$ cat config.mk
export PLATFORM = sky130hd
export DESIGN_NAME = gnr_sim_controller
export DESIGN_NICKNAME = d
export VERILOG_FILES = /design/src/rtl/gnr_sim_controller.sv
export SDC_FILE = /design/constraint.sdc
export NUM_CORES = 1
export LEC_CHECK = 0
export CORE_MARGIN = 1.5
export CORE_UTILIZATION = 45
export CTS_CLUSTER_SIZE = 25
export DETAILED_ROUTE_END_ITERATION = 12
export PLACE_DENSITY_LB_ADDON = 0.3
export SETUP_SLACK_MARGIN = 0.05
export SYNTH_ARGS = -nofsm -noshare
export SYNTH_HDL_FRONTEND = slang
export SYNTH_SLANG_ARGS = --single-unit
export TNS_END_PERCENT = 30
$ cat constraint.sdc
create_clock -name clk -period 4.32 [get_ports clk]
set_input_delay 0.648 -clock clk [delete_from_list [all_inputs] [get_ports clk]]
set_output_delay 0.648 -clock clk [all_outputs]
set_load 0.02 [all_outputs]
$ cat src/rtl/gnr_sim_controller.sv
// gnr_sim_controller: sequences node re-init, paced update strobes and ones counting for a gene regulatory network simulation run.
// Ports:
//   clk, rst (async, active-low)
//   start, num_steps, init_value: run request; the step count and initial value are latched when start is accepted in IDLE.
//   node_s0, node_s1: node outputs, sampled once per step.
//   reset_nos, init_state, start_s0, start_s1: node control signals.
//   busy, done, step_count, ones_s0, ones_s1: run status and results.
// Optional macro GNR_CTRL_PAUSE_EN adds an input, pause. While pause is high, the run stays in RUN and no update strobe is issued.
module gnr_sim_controller #(
  parameter int STEP_W = 16,
  parameter int CNT_W = 16
) (
  input  logic              clk,
  input  logic              rst,
  input  logic              start,
  input  logic [STEP_W-1:0] num_steps,
  input  logic              init_value,
  input  logic              node_s0,
  input  logic              node_s1,
`ifdef GNR_CTRL_PAUSE_EN
  input  logic              pause,
`endif
  output logic              reset_nos,
  output logic              init_state,
  output logic              start_s0,
  output logic              start_s1,
  output logic              busy,
  output logic              done,
  output logic [STEP_W-1:0] step_count,
  output logic [CNT_W-1:0]  ones_s0,
  output logic [CNT_W-1:0]  ones_s1
);
  localparam logic [2:0] IDLE = 3'd0, INIT = 3'd1, RUN = 3'd2, SAMPLE = 3'd3, DONE = 3'd4;
  localparam logic [STEP_W-1:0] STEP_ONE = 1;
  localparam logic [CNT_W-1:0] CNT_ONE = 1;
  logic [2:0] state;
  logic [STEP_W-1:0] steps;
  logic [STEP_W-1:0] step_nxt;
  logic hold;
`ifdef GNR_CTRL_PAUSE_EN
  assign hold = pause;
`else
  assign hold = 1'b0;
`endif
  assign step_nxt = step_count + STEP_ONE;
  assign busy = state != IDLE;
  // The strobes are registered. pause is sampled on the edge that would launch a strobe.
  // A strobe is therefore withheld for every cycle in which pause was high at that edge.
  // In RUN, the FSM moves on only after a strobe has actually gone out.
  always_ff @(posedge clk or negedge rst) begin
    if (!rst) begin
      state <= IDLE;
      steps <= '0;
      init_state <= 1'b0;
      reset_nos <= 1'b0;
      start_s0 <= 1'b0;
      start_s1 <= 1'b0;
      done <= 1'b0;
      step_count <= '0;
      ones_s0 <= '0;
      ones_s1 <= '0;
    end else begin
      reset_nos <= 1'b0;
      start_s0 <= 1'b0;
      start_s1 <= 1'b0;
      done <= 1'b0;
      case (state)
        IDLE: if (start) begin
          steps <= num_steps;
          init_state <= init_value;
          reset_nos <= 1'b1;
          state <= INIT;
        end
        INIT: begin
          step_count <= '0;
          ones_s0 <= '0;
          ones_s1 <= '0;
          if (steps == '0) begin
            done <= 1'b1;
            state <= DONE;
          end else begin
            start_s0 <= !hold;
            start_s1 <= !hold;
            state <= RUN;
          end
        end
        RUN: if (start_s0) state <= SAMPLE;
        else begin
          start_s0 <= !hold;
          start_s1 <= !hold;
        end
        SAMPLE: begin
          ones_s0 <= (node_s0 && !(&ones_s0)) ? ones_s0 + CNT_ONE : ones_s0;
          ones_s1 <= (node_s1 && !(&ones_s1)) ? ones_s1 + CNT_ONE : ones_s1;
          step_count <= step_nxt;
          if (step_nxt == steps) begin
            done <= 1'b1;
            state <= DONE;
          end else begin
            start_s0 <= !hold;
            start_s1 <= !hold;
            state <= RUN;
          end
        end
        DONE: state <= IDLE;
        default: state <= IDLE;
      endcase
    end
  end
endmodule

After elaboration in Yosys (flattened, before gate mapping). Cells that the tools add are included.

Bits in registers: 71. Output and inout port bits: 54. Word-level logic and storage cells: 53.

Add/sub/neg operators: 3. Equal/unequal tests: 8. Mux-type cells: 19. Reduce and logical (&&, ||, !) cells: 14.

Operators by type and width (count): 16-bit one-hot mux with 2 select lines (3); 16-bit by 1-bit adder with 16-bit output, second input constant (3); 16-bit 2-to-1 mux (2); 16-bit AND reduction (2); 16-bit equality test (1); 16-bit zero test (1); 3-bit 2-to-1 mux (4); 3-bit one-hot mux with 4 select lines (1); 2-bit != test, second input constant (4); 2-bit AND reduction (4); 1-bit 2-to-1 mux (7); 3-bit by 2-bit equality test with 1-bit output, second input constant (2); 3-bit by 1-bit equality test with 1-bit output, second input constant (1); 3-bit zero test (1); 1-bit one-hot mux with 3 select lines (1); 3-bit nonzero test (1); 1-bit logical AND (2); 1-bit zero test (2); 1-bit one-hot mux with 2 select lines (1); 2-bit nonzero test (1).

Depth between registers and ports, before layout.
Depth in word-level cells: 5. Mapped depth: 8. Gate-level depth less buffers: 7.

Worst setup path after synthesis. No wires, ideal clock.

Kind: register to register. Start point: register step_count[0]. End point: register state[1]. Setup time: 0.142 ns. Arrival time: 2.144 ns. Required time: 4.178 ns. Slack: 2.033 ns. Stages on the path, launching flop included: 9. Period minus slack after synthesis: 2.287 ns. Cells stage by stage: dfrtp_1 > ha_1 > and4_1 > buf_2 > a32oi_1 > nor4b_2 > nand4bb_1 > a2111oi_2 > a211oi_1.

Word-level cells in the longest chain between the ends: 4.

Ends and longest elaborated chain: from (decl) (RTL line 29) `output logic [STEP_W-1:0] step_count,`; from (signal assigned) (RTL line 95) `step_count <= step_nxt;`; 16-bit by 1-bit adder with 16-bit output (RTL line 45) `assign step_nxt = step_count + STEP_ONE;`; 16-bit equality test (RTL line 96) `if (step_nxt == steps) begin`; 3-bit 2-to-1 mux (RTL line 96); 3-bit one-hot mux with 4 select lines (RTL line 67) `case (state)`; to (signal assigned) (RTL line 72) `state <= INIT;`; to (signal assigned) (RTL line 98) `state <= DONE;`; to (signal assigned) (RTL line 102) `state <= RUN;`; to (decl) (RTL line 36) `logic [2:0] state;`.

No other way between the ends. A chain may end at the register's enable or synchronous reset.

Worst setup path after layout.
Start point: register state[1]. End point: output port busy.

Word-level cells in the longest chain between the ends: 1.

Ends and longest elaborated chain: from (signal assigned) (RTL line 52) `state <= IDLE;`; from (signal assigned) (RTL line 72); from (signal assigned) (RTL line 80) `state <= DONE;`; 3-bit nonzero test (RTL line 46) `assign busy = state != IDLE;`; to (decl) (RTL line 27) `output logic busy,`.

No other way between the ends.

==> reports/metrics.cfg <==
[setup_path]
cp_max_fo=25
end_kind=output pin
path_class=reg -> out
arrival_ns=2.10
cp_data_required_time_ns=3.67
critPathLaunchType=register

[yosys]
synth-edff-count=0
syn-num-nets=445
synth_area_um2=4020
async_flop_share_pct=100
ys.flop_type=dfrtp_1
synth_top_area_share_pct=44.2
synthTopCellsByArea=dfrtp_1 44%, xnor2_1 6.3%, mux2_2 4.5%
synth_top_area_cell=dfrtp_1
synthDistinctLibCells=56
yosys_warnings=0
synth_cells=420
synth_area_per_cell_um2=9.56
ys_ff_latch=71
synth_seq_area_share_pct=44.2

[floorplan]
num_rows=34
fp.coreArea_um2=8680
die_h_um=97.5
die_w_um=97.5
die-area_um2=9500
io_pins=76
start_util_pct=46.3

[layout]
final_cell_mix=74 x clkdlybuf4s50_1, 71 x dfrtp_1, 40 x nor2_1, 38 x nand2_1, 29 x xnor2_1
nFillCells=821
fin_cells=596
syn2layout_area_growth_pct=24.4
layout-drive-gt1-share_pct=9.63
final_util_pct=57.6
diodes=0
nets=509
final_common_cell=clkdlybuf4s50_1

[sta]
finalMaxSlewViolations=0
grt_setup_unrepaired=no
hold_violations=0
tightest_slew_ns=0.845
finClkSkew_ns=0.0117
final.period_utilization_pct=63.6
period_minus_slack_ns=2.75
finalSetupViolCount=0
finalSetupTns_ns=0
timing.final.ws_setup_ns=1.57
max_freq_ghz=0.364
slew_headroom_pct=43.7

[clocking]
cts_max_level=3
clockBufferDepth=2
clk_latency_ns=0.35
holdBufCountCts=0
cts_resized=0
numCtsBuffers=9
root_buffer=clkbuf_8
clk_pin_slew_worst_paths_ns=0.08
post_cts_buffers=0
cts.sinks=71
cts_tree=done

[power_and_ir_drop]
leakagePower_nw=1.97
power.density_nw_per_um2=572
irDropWorstVdd_v=0.000303

[run_status]
outcome=finished clean

[placement]
placed_cells=581
pre_cts_ws_ns=1.73
gp_congestion=0.943
dpl.hpwl_mm=6.96
io_buffers=75

[detailed_routing]
drt_pre_antenna_iters=4
drcViolationCount=0
num_vias=3430
wl_mm=9.58
drt_iter0_markers=188
ant_nets=0
wire_per_inst_um=16.1
via_per_inst=5.76

[global_routing]
antenna_found_initial=0
grt_pass1_wl_mm=16.5
overflow=0
grt_usage_pct=21.5
grt_start_max_net_pins=42
grt_pass1_vias=3390

[job]
cap_violations=0

[worst_hold_path]
hold_class=in -> async

[where the power goes]
| part | internal [mW] | switching [mW] | total, mW |
|---|---|---|---|
| clock network | 0.265 | 0.258 | 0.523 |
| logic | 0.549 | 0.634 | 1.18 |
| registers | 0.852 | 0.296 | 1.15 |
[path summary, 6_finish.rpt]
kind,start,to,slack (ns),cells past startpoint
hold / removal,rst,step_count[6],0.33,1
min in group clk,init_state,init_state,0.51,1
max in group asynchronous,rst,state[1],3.00,2
setup reg to reg,state[1],ones_s1[13],1.71,6
setup / recovery,state[1],busy,1.57,2
hold reg to reg,init_state,init_state,0.51,1
[sequential cells by signal, summed over array words and instances, names as in the netlist, 3 cells and up]
name	flops
ones_s0	16
ones_s1	16
state	3
step_count	16
steps	16
[cell usage after synthesis (2+ instances only)]
cell type   n
dfrtp_1    71
nor2_1     40
nand2_1    38
xnor2_1    29
o21ai_0    17
mux2_2     16
nand3_1    15
nand4_1    15
clkbuf_1   14
a21oi_1    13
inv_1      13
xor2_1     12
nor3_1     11
nor4_1      9
a211oi_1    8
o31ai_1     8
and3_1      6
and4_1      6
buf_2       6
nor2b_1     6
a21o_1      4
and2_1      4
buf_4       4
mux2i_1     4
a22o_1      3
ha_1        3
nor3b_1     3
o21a_1      3
a2111oi_2   2
a211o_1     2
a31o_2      2
a31oi_1     2
a32oi_1     2
clkbuf_2    2
nor4_2      2
o211ai_1    2
o21ai_1     2
o22ai_1     2
o311a_1     2
[through the flow]
step           cell area (um^2)  hold slack, ns  power [mW]
4_1_cts                    5000           0.358        2.87
3_5_place_dp               4810           0.509        2.34
2_1_floorplan              4020           0.352        1.89
5_1_grt                    5000           0.393        3.05
3_3_place_gp               4810           0.490        2.31
6_report                   5000           0.332        2.86
[logic make-up after synthesis]
group	synth area share, %
simple gates	21.7
compound gates	14.4
flops	44.2
xor+xnor	8.94
buf+inv	4.36
mux	5.48
fa+ha+maj	0.935
[layer usage]
layer	track usage [%]	up-vias	wire length [um]	part of all wire, %
li1	-	1643	-	-
met1	29.0	1665	4430	46
met2	33.9	100	4380	46
met3	5.40	22	542	5.7
met4	7.14	0	227	2.4
met5	0	-	0	0
[critical path: stages (launching register included)]
cell and delay (ns):
dfrtp_1 0.70, or3_1 0.49, clkdlybuf4s50_1 0.56
[layout make-up]
cell class,instances,area [um^2],area share (%)
Multi-Input combinational cell,309,2060,41.3
Sequential cell,71,1780,35.6
Clock buffer,10,128,2.55
Inverter,13,48.8,0.977
Timing Repair Buffer,80,783,15.7
Clock inverter,5,60.1,1.20
Tap cell,108,135,2.70
(Power assumes the default switching activity.)
